**config.mk**
```make
export PLATFORM = sky130hd
export DESIGN_NAME = inst_fetch_flat
export DESIGN_NICKNAME = d
export VERILOG_FILES = /design/src/rtl/inst_fetch_pkg.sv /design/src/rtl/inst_fetch_if.sv /design/src/rtl/inst_fetch.sv /design/src/flat_wrapper.sv
export SDC_FILE = /design/constraint.sdc
export NUM_CORES = 1
export LEC_CHECK = 0
export BUFFER_PORTS_ARGS = -buffer_cell sky130_fd_sc_hd__buf_2
export CAP_MARGIN = 40
export CORE_MARGIN = 2
export CORE_UTILIZATION = 39
export DETAILED_ROUTE_END_ITERATION = 7
export MAX_ROUTING_LAYER = met4
export SLEW_MARGIN = 5
export SYNTH_ARGS = -nofsm -noshare
export SYNTH_HDL_FRONTEND = slang
export SYNTH_SLANG_ARGS = --single-unit
```
**constraint.sdc**
```tcl
create_clock -name clk_in -period 3.5 [get_ports clk_in]
set_input_delay 0.7 -clock clk_in [delete_from_list [all_inputs] [get_ports clk_in]]
set_output_delay 0.7 -clock clk_in [all_outputs]
set_load 0.05 [all_outputs]
```
**src/rtl/inst_fetch_pkg.sv**
```systemverilog
// ----------------------------------------------------------------------------
// riscv_defs: definitions shared across the fetch slice.
//   ADDR_W / INST_W : address and instruction widths
//   STALL_W         : width of the stall-control vector
//   STALL_IF        : stall vector bit that holds the IF stage
//   fetch_state_t   : byte-serial fetch FSM encoding
// ----------------------------------------------------------------------------
package riscv_defs;

   localparam int ADDR_W   = 32;
   localparam int INST_W   = 32;
   localparam int STALL_W  = 6;
   localparam int STALL_IF = 1;

   typedef enum logic [2:0] {
      IDLE = 3'd0,
      RD0  = 3'd1,
      RD1  = 3'd2,
      RD2  = 3'd3,
      RD3  = 3'd4,
      LAST = 3'd5,
      HOLD = 3'd6
   } fetch_state_t;

endpackage

```
**src/rtl/inst_fetch_if.sv**
```systemverilog
// ----------------------------------------------------------------------------
// inst_fetch_if: byte-wide read port between instruction fetch and the
// memory controller.
//   mem_grant_in  : controller grant, sampled by fetch only while idle
//   mem_din_in    : read byte, valid one cycle after its address
//   mem_a_out     : byte address
//   mem_rd_en_out : byte read request
// master = fetch side, slave = memory-controller side.
// ----------------------------------------------------------------------------
interface inst_fetch_if;
   import riscv_defs::*;

   logic              mem_grant_in;
   logic [7:0]        mem_din_in;
   logic [ADDR_W-1:0] mem_a_out;
   logic              mem_rd_en_out;

   modport master (
      input  mem_grant_in,
      input  mem_din_in,
      output mem_a_out,
      output mem_rd_en_out
   );

   modport slave (
      output mem_grant_in,
      output mem_din_in,
      input  mem_a_out,
      input  mem_rd_en_out
   );

endinterface

```
**src/rtl/inst_fetch.sv**
```systemverilog
// ----------------------------------------------------------------------------
// inst_fetch: fetches a 32-bit instruction as four little-endian byte reads.
//
// Ports
//   clk_in         : clock, rising edge
//   rst_in         : synchronous active-high reset (wins over rdy_in)
//   rdy_in         : global enable, 0 freezes all state
//   pc_in          : fetch address, latched when a fetch is accepted
//   branch_or_not  : redirect, abandons the current fetch
//   stall_in       : stall vector, bit STALL_IF holds a finished instruction
//   mem            : byte read port (inst_fetch_if.master)
//   stallreq_out   : high until an instruction is waiting in HOLD
//   inst_out       : assembled instruction
//   inst_pc_out    : address of inst_out
//   inst_valid_out : inst_out / inst_pc_out valid
//
// Timing: accept edge presents pc; each RDk cycle presents pc+k, and the byte
// for RDk arrives during the following cycle, so byte k is written at the
// edge ending RD(k+1) (LAST for byte 3). Valid rises 5 edges after accept.
// ----------------------------------------------------------------------------
module inst_fetch
   import riscv_defs::*;
(
   input  logic               clk_in,
   input  logic               rst_in,
   input  logic               rdy_in,
   input  logic [ADDR_W-1:0]  pc_in,
   input  logic               branch_or_not,
   input  logic [STALL_W-1:0] stall_in,
   inst_fetch_if.master       mem,
   output logic               stallreq_out,
   output logic [INST_W-1:0]  inst_out,
   output logic [ADDR_W-1:0]  inst_pc_out,
   output logic               inst_valid_out
);

   fetch_state_t      state_q, state_d;
   logic [ADDR_W-1:0] fetch_pc_q, fetch_pc_d;
   logic [ADDR_W-1:0] addr_q, addr_d;
   logic              rd_en_q, rd_en_d;
   logic [INST_W-1:0] inst_q, inst_d;
   logic [ADDR_W-1:0] ipc_q, ipc_d;
   logic              vld_q, vld_d;

   // Only the IF hold bit matters here.
   logic unused_stall;
   assign unused_stall = ^{stall_in[STALL_W-1:STALL_IF+1], stall_in[STALL_IF-1:0]};

   always_ff @(posedge clk_in) begin
      if (rst_in) begin
         state_q    <= IDLE;
         fetch_pc_q <= '0;
         addr_q     <= '0;
         rd_en_q    <= 1'b0;
         inst_q     <= '0;
         ipc_q      <= '0;
         vld_q      <= 1'b0;
      end else if (rdy_in) begin
         state_q    <= state_d;
         fetch_pc_q <= fetch_pc_d;
         addr_q     <= addr_d;
         rd_en_q    <= rd_en_d;
         inst_q     <= inst_d;
         ipc_q      <= ipc_d;
         vld_q      <= vld_d;
      end
   end

   always_comb begin
      state_d    = state_q;
      fetch_pc_d = fetch_pc_q;
      addr_d     = addr_q;
      rd_en_d    = rd_en_q;
      inst_d     = inst_q;
      ipc_d      = ipc_q;
      vld_d      = vld_q;

      case (state_q)
         IDLE: begin
            if (mem.mem_grant_in) begin
               fetch_pc_d = pc_in;
               addr_d     = pc_in;
               rd_en_d    = 1'b1;
               state_d    = RD0;
            end
         end
         RD0: begin
            addr_d  = fetch_pc_q + 32'd1;
            state_d = RD1;
         end
         RD1: begin
            inst_d[7:0] = mem.mem_din_in;
            addr_d      = fetch_pc_q + 32'd2;
            state_d     = RD2;
         end
         RD2: begin
            inst_d[15:8] = mem.mem_din_in;
            addr_d       = fetch_pc_q + 32'd3;
            state_d      = RD3;
         end
         RD3: begin
            inst_d[23:16] = mem.mem_din_in;
            rd_en_d       = 1'b0;
            state_d       = LAST;
         end
         LAST: begin
            inst_d[31:24] = mem.mem_din_in;
            ipc_d         = fetch_pc_q;
            vld_d         = 1'b1;
            state_d       = HOLD;
         end
         HOLD: begin
            if (!stall_in[STALL_IF]) begin
               vld_d   = 1'b0;
               state_d = IDLE;
            end
         end
         default: begin
            rd_en_d = 1'b0;
            vld_d   = 1'b0;
            state_d = IDLE;
         end
      endcase

      // Redirect beats everything, including consuming a held instruction;
      // going to IDLE also drops the byte still in flight.
      if (branch_or_not) begin
         state_d = IDLE;
         rd_en_d = 1'b0;
         vld_d   = 1'b0;
         inst_d  = '0;
      end
   end

   // Combinational so the PC stops advancing in the same cycle HOLD begins.
   assign stallreq_out      = (state_q != HOLD);

   assign mem.mem_a_out     = addr_q;
   assign mem.mem_rd_en_out = rd_en_q;
   assign inst_out          = inst_q;
   assign inst_pc_out       = ipc_q;
   assign inst_valid_out    = vld_q;

endmodule

```
**src/flat_wrapper.sv**
```systemverilog
// flat-port wrapper written by rule: the top's interface ports become plain ports
module inst_fetch_flat import riscv_defs::*;
  (clk_in, rst_in, rdy_in, pc_in, branch_or_not, stall_in, stallreq_out, inst_out, inst_pc_out, inst_valid_out, mem_mem_grant_in, mem_mem_din_in, mem_mem_a_out, mem_mem_rd_en_out);
  inst_fetch_if mem_i ();
  input  logic clk_in;
  input  logic rst_in;
  input  logic rdy_in;
  input  logic [ADDR_W-1:0] pc_in;
  input  logic branch_or_not;
  input  logic [STALL_W-1:0] stall_in;
  output logic stallreq_out;
  output logic [INST_W-1:0] inst_out;
  output logic [ADDR_W-1:0] inst_pc_out;
  output logic inst_valid_out;
  input wire logic [$bits(mem_i.mem_grant_in)-1:0] mem_mem_grant_in;
  input wire logic [$bits(mem_i.mem_din_in)-1:0] mem_mem_din_in;
  output wire logic [$bits(mem_i.mem_a_out)-1:0] mem_mem_a_out;
  output wire logic [$bits(mem_i.mem_rd_en_out)-1:0] mem_mem_rd_en_out;
  assign mem_i.mem_grant_in = mem_mem_grant_in;
  assign mem_i.mem_din_in = mem_mem_din_in;
  assign mem_mem_a_out = mem_i.mem_a_out;
  assign mem_mem_rd_en_out = mem_i.mem_rd_en_out;
  inst_fetch u_core (.clk_in(clk_in), .rst_in(rst_in), .rdy_in(rdy_in), .pc_in(pc_in), .branch_or_not(branch_or_not), .stall_in(stall_in), .mem(mem_i), .stallreq_out(stallreq_out), .inst_out(inst_out), .inst_pc_out(inst_pc_out), .inst_valid_out(inst_valid_out));
endmodule
```
# Word level (Yosys, flattened, before mapping)
# Index checks and enable logic that the tools add are counted.
[totals]
word_cells = 60
in_bits = 51
ff_bits = 133
[op_classes]
mux = 17
add_sub_neg = 3
reduce_logical = 18
eq_ne = 12
[op_table]
columns = ["op", "n"]
rows = [
  ["32-bit case mux with 4 select lines", 1],
  ["32-bit by 2-bit adder with 32-bit output (second input constant)", 2],
  ["32-bit two-way mux", 2],
  ["32-bit by 1-bit adder with 32-bit output (second input constant)", 1],
  ["8-bit two-way mux", 4],
  ["3-bit case mux with 7 select lines", 1],
  ["3-bit AND reduction", 5],
  ["2-bit AND reduction", 5],
  ["5-bit OR reduction", 2],
  ["3-bit equality test (second input constant)", 3],
  ["3-bit two-way mux", 3],
  ["3-bit inequality test (second input constant)", 3],
  ["2-bit nonzero test", 4],
  ["3-bit by 2-bit equality test with 1-bit output (second input constant)", 2],
  ["1-bit two-way mux", 4],
  ["2-bit by 1-bit inequality test with 1-bit output (second input constant)", 2],
  ["4-bit nonzero test", 1],
  ["3-bit by 1-bit equality test with 1-bit output (second input constant)", 1],
  ["3-bit zero test", 1],
  ["1-bit case mux with 3 select lines", 1],
  ["2-bit inequality test (second input constant)", 1],
  ["1-bit case mux with 2 select lines", 1],
]

# Logic depth before layout (Yosys ltp)
[depth]
word_depth = 4
mapped_depth = 10
depth_no_buf = 9

# Least setup slack after synthesis
# Ideal clock, no wire load.
[synth_timing]
kind = "register to register"
start = "register u_core.state_q[1]"
end = "register u_core.addr_q[28] (netlist: u_core.mem.mem_a_out[28])"
path_slack_ps = 1220
arrival_time_ps = 2143
path_buffers = 1
required_time_ps = 3363
stages_incl_launch_ff = 11
period_less_slack_ps = 2280
cell_sequence = "dfxtp_1 -> buf_2 -> nand3b_1 -> xnor2_1 -> ha_1 -> inv_1 -> a2111o_1 -> nor4_2 -> xor2_1 -> a222oi_1 -> a211oi_1"
[synth_between]
elab_chain_len = 3
elab_cells_between_ends = 8
classes_between = "eq/ne: 4; mux: 1; reduce/logical: 3"
[synth_lines]
columns = ["item", "line", "text"]
rows = [
  ["from (decl)", "inst_fetch.sv:37", "fetch_state_t state_q, state_d;"],
  ["from (signal assigned)", "inst_fetch.sv:59", "state_q <= state_d;"],
  ["3-bit by 1-bit equality test with 1-bit output, or another cell as far along", "inst_fetch.sv:78", "case (state_q)"],
  ["4-bit nonzero test (no line) or 2-bit inequality test (tied branches)", "--", ""],
  ["3-bit AND reduction (no line)", "--", ""],
  ["to (signal assigned)", "inst_fetch.sv:61", "addr_q <= addr_d;"],
  ["to (decl)", "inst_fetch.sv:39", "logic [ADDR_W-1:0] addr_q, addr_d;"],
]
# Parallel ways exist; a longest one is shown, timed or not.
# A chain may end at the register's enable or synchronous reset.

# Worst setup path after layout
[layout_timing]
start = "register u_core.fetch_pc_q[1]"
end = "register u_core.addr_q[23] (netlist: u_core.mem.mem_a_out[23])"
[layout_between]
elab_chain_len = 2
elab_cells_between_ends = 4
classes_between = "add/sub: 3; mux: 1"
[layout_lines]
columns = ["item", "line", "text"]
rows = [
  ["from (decl)", "inst_fetch.sv:38", "logic [ADDR_W-1:0] fetch_pc_q, fetch_pc_d;"],
  ["from (signal assigned)", "inst_fetch.sv:60", "fetch_pc_q <= fetch_pc_d;"],
  ["32-bit by 2-bit adder with 32-bit output, or another cell as far along", "inst_fetch.sv:98", "addr_d = fetch_pc_q + 32'd3;"],
  ["32-bit case mux with 4 select lines *", "inst_fetch.sv:78", ""],
]
# Every way passes the cells marked *; elsewhere a longest branch is shown, timed or not.

==> results_dict.tcl <==
set metrics [dict create \
    gp_congestion 0.896 \
    cts.reportedPaths.clkPinSlew_ns 0.06 \
    die_area_sq_um 17800 \
    crit_slowest_cell "dfxtp_1" \
    dp_slack_ns 0.950 \
    syn_area_sq_um 6550 \
    synth_seq_cells 133 \
    syn_to_final_growth_pct 22.7 \
    path_cells "ha_1 -> and3_1 -> nand4_1 -> xnor2_1 -> a222oi_1 -> a211oi_1" \
    synthArstFlopShare_pct 0 \
    route.detailed.drc 0 \
    timing.final.crit_share_pct 75.5 \
    initial_utilization_pct 39.7 \
    grtUsageTotal_pct 24.0 \
    crit_path_end_kind "register" \
    drive_above_1_share_pct 22.3 \
    setup_ws_ns 0.856 \
    drtIter0Drc 556 \
    irDropWorstVdd_mv 0.339 \
    avgViaCountPerCell 5.49 \
    crit_required_ns 3.77 \
    grt_pass1_wl_mm 32.9 \
    hold_path.class "register to register" \
    grt_pass1_vias 5973 \
    power_leakage_nw 3.13 \
    power_density_nw_per_um2 484 \
    first_pass_iters 5 \
    ys.flop_type "dfxtp_1" \
    rsz0062_at_grt "false" \
    cts_resized 0 \
    wl_mm 20.8 \
    vias 6514 \
    dp_hpwl_mm 14.5 \
    fp.dieW_um 134 \
    crit_type "register to register" \
    die_y_um 134 \
    crit_arrival_ns 2.91 \
    syn_nets 899 \
    antenna_found_initial 0 \
    numPortBuffers 144 \
    synth_edf_count 0 \
    row_count 47 \
    wl_per_cell_um 17.5 \
    postCtsSetupBuffers 0 \
    synth_area_per_cell_sq_um 7.74 \
    slowest_delay_ns 0.61 \
    core_sq_um 16500 \
    io_pins 150 \
    period_minus_slack_ns 2.64 \
    fillers 1695 \
    nNetsFinal 1007 \
    cp-start-kind "register" \
    synthCells 846 \
    setup_viol 0 \
    worstPathMaxFanout 13 \
    layout_common_cells "nand2_1, buf_2, dfxtp_1" \
    grt_max_degree 65 \
    synth_cell_types 54 \
    ant_nets 0 \
    slew_viol_final 0 \
    cts_num_sinks 133 \
    hold_violations 0 \
    cts_hold_buf 0 \
    skew_ns 0.0170 \
    clockBufferDepth 2 \
    cap_violations 0 \
    final.setup.tns_ns 0 \
    worst_pin_slew_ns 0.826 \
    yosysWarnings 0 \
    htree_levels 4 \
    root_buffer "clkbuf_16" \
    cts_buffers 17 \
    cts_tree "done" \
    ys_seq_area_share_pct 40.7 \
    insertion_delay_ns 0.43 \
    status "completed" \
    max-slew-margin-rel_pct 44.5 \
    grt_overflow 0 \
    timing.fmax_mhz 378 \
    n_antenna_cell 0 \
    final_common_cell "nand2_1" \
]
worst paths after layout:
kind,from,to,slack (ns),cells after the start
setup / recovery,u_core.fetch_pc_q[1],u_core.mem.mem_a_out[23],0.86,6
setup reg to reg,u_core.fetch_pc_q[1],u_core.mem.mem_a_out[23],0.86,6
hold reg to reg,u_core.inst_pc_out[30],u_core.inst_pc_out[30],0.45,2
hold / removal,u_core.inst_pc_out[30],u_core.inst_pc_out[30],0.45,2
flip-flops by register name (all words and copies together) (netlist names):
name / cells
u_core.mem.mem_a_out: 32
u_core.fetch_pc_q: 32
u_core.mem.mem_rd_en_out: 1
u_core.inst_valid_out: 1
u_core.state_q: 3
u_core.inst_out: 32
u_core.inst_pc_out: 32
critical path: cells and delay by family (launching register included):
kind                     cells  cell delay [ns]
flip-flops                   1             0.61
AO/OA/AOI/OAI                2             0.64
AND/OR/NAND/NOR              2             0.74
XOR/XNOR                     1             0.17
adder cells (fa/ha/maj)      1             0.33
synth_stat cells (all sizes together), types with 3 or more instances:
library cell	count	area, sq um
a222oi	9	90.1
nand3	18	108
clkbuf	54	203
xnor2	35	307
and4	4	35.0
o211ai	4	30.0
buf	25	128
and2	9	56.3
o21ai	13	65.1
dfxtp	133	2660
o221ai	3	26.3
nand4	27	169
nand2	159	597
a221oi	10	87.6
nor3	14	70.1
inv	6	22.5
and3	9	56.3
nor2	92	345
nand2b	3	18.8
a31oi	3	18.8
nor4	8	75.1
a211oi	24	190
xor2	12	105
a21oi	97	485
nor3b	9	67.6
nor2b	6	37.5
a22oi	30	225
metal layers:
| metal | part of all wire, % | vias up | track usage, % |
|---|---|---|---|
| li1 | - | 3191 | - |
| met1 | 49 | 3084 | 34.7 |
| met2 | 43 | 222 | 33.4 |
| met3 | 7.4 | 17 | 5.67 |
| met4 | 0.97 | 0 | 6.68 |
| met5 | 0 | - | - |
metrics by stage:
step / power, mW / cells / instance area (sq um) / util [%] / hold slack [ns]
final: 3.89 / 1186 / 8030 / 48.8 / 0.453
after global routing: 4.03 / 1186 / 8030 / 48.8 / 0.473
after CTS: 3.92 / 1186 / 8030 / 48.8 / 0.452
after detailed placement: 2.08 / 1155 / 7420 / 45.1 / 0.444
after global placement: 2.07 / 1153 / 7400 / 45.0 / 0.441
after floorplan: 1.94 / 846 / 6550 / - / 0.480
final cells by class:
type,instances,area (sq um),share of cell area (%)
Clock buffer,19,453,5.64
Clock inverter,12,155,1.93
Inverter,6,22.5,0.280
Multi-Input combinational cell,628,3550,44.3
Sequential cell,133,2660,33.2
Tap cell,220,275,3.43
Timing Repair Buffer,168,907,11.3
power by group:
part / switching [mW] / leakage (nW) / internal [mW]
Sequential: 0.0640 / 1.08 / 1.56
Clock: 0.686 / 0.295 / 1.15
Combinational: 0.294 / 1.75 / 0.128
cell families (layout without fill, tap and decap cells):
group,count (synthesis),after routing,synth area share (%)
compound gates,212,212,21.0
buf+inv,85,205,5.39
flops,133,133,40.7
xor+xnor,47,47,6.29
fa+ha+maj,2,2,0.382
simple gates,367,367,26.2
(Power assumes the default switching activity.)
